$ cat src/rtl/alu_share_ctrl_pkg.sv
// Shared definitions for the two-requester ALU sequencer: opcodes, FSM encoding
// and the default datapath width.
package alu_share_ctrl_pkg;

  localparam int WIDTH_DEF = 32;

  localparam logic [5:0] OP_AND = 6'd36;
  localparam logic [5:0] OP_OR  = 6'd37;
  localparam logic [5:0] OP_ADD = 6'd32;
  localparam logic [5:0] OP_SUB = 6'd34;
  localparam logic [5:0] OP_SLT = 6'd42;

  typedef enum logic [1:0] {
    ST_IDLE = 2'd0,
    ST_EXEC = 2'd1,
    ST_RESP = 2'd2
  } state_e;

  function automatic logic op_legal(input logic [5:0] op);
    case (op)
      OP_AND, OP_OR, OP_ADD, OP_SUB, OP_SLT: return 1'b1;
      default:                               return 1'b0;
    endcase
  endfunction

endpackage

$ cat src/rtl/rr_arbiter_2.sv
// Two-way round-robin arbiter: one-hot grant plus the pointer value to use
// after this grant (points at the loser so it wins the next tie).
module rr_arbiter_2 (
  input  logic [1:0] req,
  input  logic       ptr,
  input  logic       en,
  output logic [1:0] gnt,
  output logic       ptr_nxt
);

  always_comb begin
    gnt = 2'b00;
    if (en) begin
      if (req == 2'b11) gnt = ptr ? 2'b10 : 2'b01;
      else              gnt = req;
    end
    ptr_nxt = ptr;
    if (gnt[0])      ptr_nxt = 1'b1;
    else if (gnt[1]) ptr_nxt = 1'b0;
  end

endmodule

$ cat src/rtl/alu_share_ctrl.sv
// Shares one external combinational ALU between two valid/ready requesters:
// IDLE arbitrates and latches, EXEC drives the ALU and captures, RESP holds the result.
module alu_share_ctrl
  import alu_share_ctrl_pkg::*;
#(
  parameter int WIDTH      = WIDTH_DEF,
  parameter bit FIRST_PRIO = 1'b0
) (
  input  logic             clk,
  input  logic             reset,
  input  logic             req0_valid,
  output logic             req0_ready,
  input  logic [5:0]       req0_op,
  input  logic [WIDTH-1:0] req0_a,
  input  logic [WIDTH-1:0] req0_b,
  input  logic             req1_valid,
  output logic             req1_ready,
  input  logic [5:0]       req1_op,
  input  logic [WIDTH-1:0] req1_a,
  input  logic [WIDTH-1:0] req1_b,
  output logic             rsp0_valid,
  input  logic             rsp0_ready,
  output logic [WIDTH-1:0] rsp0_data,
  output logic             rsp0_err,
  output logic             rsp1_valid,
  input  logic             rsp1_ready,
  output logic [WIDTH-1:0] rsp1_data,
  output logic             rsp1_err,
  output logic [WIDTH-1:0] alu_a,
  output logic [WIDTH-1:0] alu_b,
  output logic [5:0]       alu_signal,
  input  logic [WIDTH-1:0] alu_result
);

  state_e           state_q, state_d;
  logic             ptr_q, ptr_d;
  logic             own_q, own_d;
  logic             ill_q, ill_d;
  logic [WIDTH-1:0] alu_a_q, alu_a_d;
  logic [WIDTH-1:0] alu_b_q, alu_b_d;
  logic [5:0]       alu_sig_q, alu_sig_d;
  logic [WIDTH-1:0] res_q, res_d;
  logic             err_q, err_d;

  logic [1:0] gnt;
  logic       ptr_nxt;
  logic       arb_en;
  logic [5:0] op_sel;

  // Grants only in IDLE, and never while reset is held so ready reads 0 in reset.
  assign arb_en = (state_q == ST_IDLE) && reset;

  rr_arbiter_2 u_arb (
    .req     ({req1_valid, req0_valid}),
    .ptr     (ptr_q),
    .en      (arb_en),
    .gnt     (gnt),
    .ptr_nxt (ptr_nxt)
  );

  assign req0_ready = gnt[0];
  assign req1_ready = gnt[1];

  always_comb begin
    state_d   = state_q;
    ptr_d     = ptr_q;
    own_d     = own_q;
    ill_d     = ill_q;
    alu_a_d   = alu_a_q;
    alu_b_d   = alu_b_q;
    alu_sig_d = alu_sig_q;
    res_d     = res_q;
    err_d     = err_q;
    op_sel    = gnt[1] ? req1_op : req0_op;
    case (state_q)
      ST_IDLE: begin
        if (|gnt) begin
          ptr_d     = ptr_nxt;
          own_d     = gnt[1];
          alu_a_d   = gnt[1] ? req1_a : req0_a;
          alu_b_d   = gnt[1] ? req1_b : req0_b;
          ill_d     = !op_legal(op_sel);
          // Illegal codes never reach the ALU.
          alu_sig_d = op_legal(op_sel) ? op_sel : 6'd0;
          state_d   = ST_EXEC;
        end
      end
      ST_EXEC: begin
        res_d   = ill_q ? '0 : alu_result;
        err_d   = ill_q;
        state_d = ST_RESP;
      end
      ST_RESP: begin
        if (own_q ? rsp1_ready : rsp0_ready) state_d = ST_IDLE;
      end
      default: state_d = ST_IDLE;
    endcase
  end

  always_ff @(posedge clk or negedge reset) begin
    if (!reset) begin
      state_q   <= ST_IDLE;
      ptr_q     <= FIRST_PRIO;
      own_q     <= 1'b0;
      ill_q     <= 1'b0;
      alu_a_q   <= '0;
      alu_b_q   <= '0;
      alu_sig_q <= 6'd0;
      res_q     <= '0;
      err_q     <= 1'b0;
    end else begin
      state_q   <= state_d;
      ptr_q     <= ptr_d;
      own_q     <= own_d;
      ill_q     <= ill_d;
      alu_a_q   <= alu_a_d;
      alu_b_q   <= alu_b_d;
      alu_sig_q <= alu_sig_d;
      res_q     <= res_d;
      err_q     <= err_d;
    end
  end

  assign alu_a      = alu_a_q;
  assign alu_b      = alu_b_q;
  assign alu_signal = alu_sig_q;
  assign rsp0_valid = (state_q == ST_RESP) && !own_q;
  assign rsp1_valid = (state_q == ST_RESP) &&  own_q;
  assign rsp0_data  = res_q;
  assign rsp1_data  = res_q;
  assign rsp0_err   = err_q;
  assign rsp1_err   = err_q;

endmodule

$ cat config.mk
export PLATFORM = sky130hd
export DESIGN_NAME = alu_share_ctrl
export DESIGN_NICKNAME = d
export VERILOG_FILES = /design/src/rtl/alu_share_ctrl_pkg.sv /design/src/rtl/rr_arbiter_2.sv /design/src/rtl/alu_share_ctrl.sv
export SDC_FILE = /design/constraint.sdc
export NUM_CORES = 1
export LEC_CHECK = 0
export ABC_AREA = 0
export BUFFER_PORTS_ARGS = -buffer_cell sky130_fd_sc_hd__buf_2
export CAP_MARGIN = 10
export CORE_MARGIN = 4
export CORE_UTILIZATION = 24
export DETAILED_ROUTE_END_ITERATION = 8
export PLACE_DENSITY = 0.59
export SYNTH_ARGS = -nofsm -noshare
export SYNTH_HDL_FRONTEND = slang
export SYNTH_SLANG_ARGS = --single-unit
$ cat constraint.sdc
create_clock -name clk -period 1.55 [get_ports clk]
set_input_delay 0.0775 -clock clk [delete_from_list [all_inputs] [get_ports clk]]
set_output_delay 0.0775 -clock clk [all_outputs]
set_load 0.05 [all_outputs]
==> flow_metrics.tcl <==
set metrics [dict create \
    clock-sinks 108 \
    status "finished with violations" \
    fin_area_sq_um 9410 \
    fillers 1845 \
    fin_skew_ps 10.2 \
    syn_inst 573 \
    drv_slew 0 \
    synthesis.nets 751 \
    row_count 52 \
    worstPathArrival_ps 1890 \
    dpl_cell_area_sq_um 6780 \
    synth_area_sq_um 5040 \
    synth_area_leaders "dfrtp_1 54%, nand2_1 12%, a31oi_1 7.9%, buf_4 5.5%, nor2_1 4.9%" \
    dp_hpwl_mm 12.7 \
    failed_checks "negative setup slack" \
    htree_levels 3 \
    core_sq_um 20400 \
    fin_crit_sh 1.07 \
    overflow 0 \
    setup.worst_path.class "reg2reg" \
    die_area_sq_um 23400 \
    io_pins 318 \
    critPathMaxFanout 4 \
    num_vias 5944 \
    tightest_slew_ps 626 \
    vdd_drop_max_uv 991 \
    clk_latency_ps 350 \
    fp.dieW_um 153 \
    clk_path_buf_depth 2 \
    drc 0 \
    hold_viol 0 \
    slew_headroom 0.583 \
    seq_area_frac_synth 0.536 \
    drt_first_pass_iters 4 \
    grt_pass1_wl_mm 31.3 \
    avgSynthCellArea_sq_um 8.80 \
    area_growth_pct 86.6 \
    synth-seq-cells 108 \
    synth.top_cell.area_share 0.536 \
    required_ps 1780 \
    fin_ws_ps -109 \
    ant_nets 0 \
    grt_max_degree 109 \
    maxCapViolCount 0 \
    dp_cells 1108 \
    ys.warnings.count 0 \
    hp-class "in2reg" \
    p_leak_nw 4.73 \
    grt_pass1_vias 5890 \
    chipHeight_um 153 \
    wl_per_cell_um 16.5 \
    final.setup.tns_ps -1720 \
    fin_nets 1208 \
    power.total_mw 19.7 \
    clkTransAtPathRegs_ps 70 \
    cts_buffers 9 \
    antenna_found_initial 1 \
    port_buffers 317 \
    yosysUniqueCellTypes 23 \
    stdcell_count 1307 \
    max_freq_ghz 0.603 \
    period_minus_slack_ps 1660 \
    cellPowerDensity_nw_per_um2 2090 \
    setup_viol 56 \
    setup.worst_path.start_class "register" \
    rsz0062_at_grt "yes" \
    floorplan.initialDensity 0.247 \
    cts_root_buf "clkbuf_16" \
    drtIter0Drc 296 \
    yosysTopAreaCell "dfrtp_1" \
    gp_congestion 0.827 \
    drive_gt1_frac 0.423 \
    grt_use_total 0.166 \
    drt-total-wl_mm 21.6 \
    cts_tree "yes" \
    via_per_inst 4.55 \
    end_kind "register" \
]
-- metrics by stage --
stage / setup WS (ps) / hold WS, ps / util
2_1_floorplan: 3.17 / -218 / -
3_5_place_dp: -24.1 / 246 / 0.332
5_1_grt: -187 / 18.0 / 0.461
4_1_cts: -126 / 0.0953 / 0.435
3_3_place_gp: -11.6 / 247 / 0.332
6_report: -109 / 22.8 / 0.461
-- state kept, by name, summed over array words and instances (netlist names) --
name / flops
own_q: 1
ptr_q: 1
alu_signal: 6
state_q: 2
rsp0_err: 1
alu_a: 32
alu_b: 32
rsp0_data: 32
ill_q: 1
-- layout by cell type (no fill, tap or decap), drive strengths merged --
cell and instances:
nor2b 2, clkinv 1, dfrtp 108, clkinvlp 3
a31oi 64, nand2 166, bufbuf 2, nor3b 1
nor4b 2, diode 2, mux2 6, o21ai 38
inv 5, mux2i 2, nor2 66, clkbuf 18
and2 1, dlygate4sd3 155, a22o 4, buf 353
nand3 2, nand2b 35, a22oi 1
-- cells by family after synthesis --
family	Yosys count	share of synthesized area
buf+inv	75	0.0866
mux	8	0.0188
simple gates	275	0.233
flops	108	0.536
compound gates	107	0.125
-- critical path: stages, from the launching register on --
cell     delay [ps]
dfrtp_1         410
nor3b_4         290
nand3_4         130
buf_6           150
mux2_4          310
mux2_4          250
-- final timing paths --
kind                                 from            end  slack [ps]  cells after the start
hold reg to reg             alu_signal[4]  alu_signal[4]         490                      1
min in group asynchronous           reset  alu_signal[5]         400                      3
max in group asynchronous           reset      alu_b[20]         660                      3
setup reg to reg               state_q[1]  alu_signal[5]        -110                      5
hold / removal             alu_result[10]  rsp0_data[10]          20                      3
setup / recovery               state_q[1]  alu_signal[5]        -110                      5
-- cells in the mapped netlist --
library cell / n
nand2_1: 166
dfrtp_1: 108
nor2_1: 66
a31oi_1: 64
buf_4: 37
nand2b_1: 35
o21ai_0: 26
clkbuf_1: 19
buf_2: 13
o21ai_1: 12
a22o_1: 4
mux2_2: 4
inv_1: 3
buf_1: 2
mux2_4: 2
mux2i_1: 2
nand3_2: 2
nor2b_1: 2
nor4b_2: 2
a22oi_1: 1
and2_1: 1
inv_2: 1
nor3b_4: 1
-- per-layer routing --
metal  wire, um  global-route usage  vias up
met1       8360               0.194     2771
met3       1770              0.0483       61
met2      10600               0.282      340
met5          0                   0        -
met4        859              0.0781        0
li1           -                   -     2772
-- what timing repair did --
item                       in CTS  in global routing
cloned                          4                 10
setup endpoints to repair      10                 72
buffers inserted                9                  4
hold buffers                  154                  1
hold endpoints to repair      201                  1
gates resized for setup        26                 71
pin swaps                       9                 40
-- final cells by class --
cell class                      count  area (sq um)  area share
Tap cell                          270           338      0.0359
Antenna cell                        2          5.00    0.000532
Clock buffer                       11           233      0.0247
Timing Repair Buffer              517          3930       0.417
Multi-Input combinational cell    390          2140       0.228
Clock inverter                      5          43.8     0.00465
Sequential cell                   108          2700       0.287
Inverter                            4          21.3     0.00226
-- power by group --
group | leakage (nW) | switching, mW | internal [mW]
Combinational | 3.28 | 9.02 | 3.35
Clock | 0.128 | 1.12 | 1.12
Sequential | 1.32 | 0.878 | 4.18
Total | 4.73 | 11.0 | 8.65
Note: power is estimated with default switching activity, not from simulation.
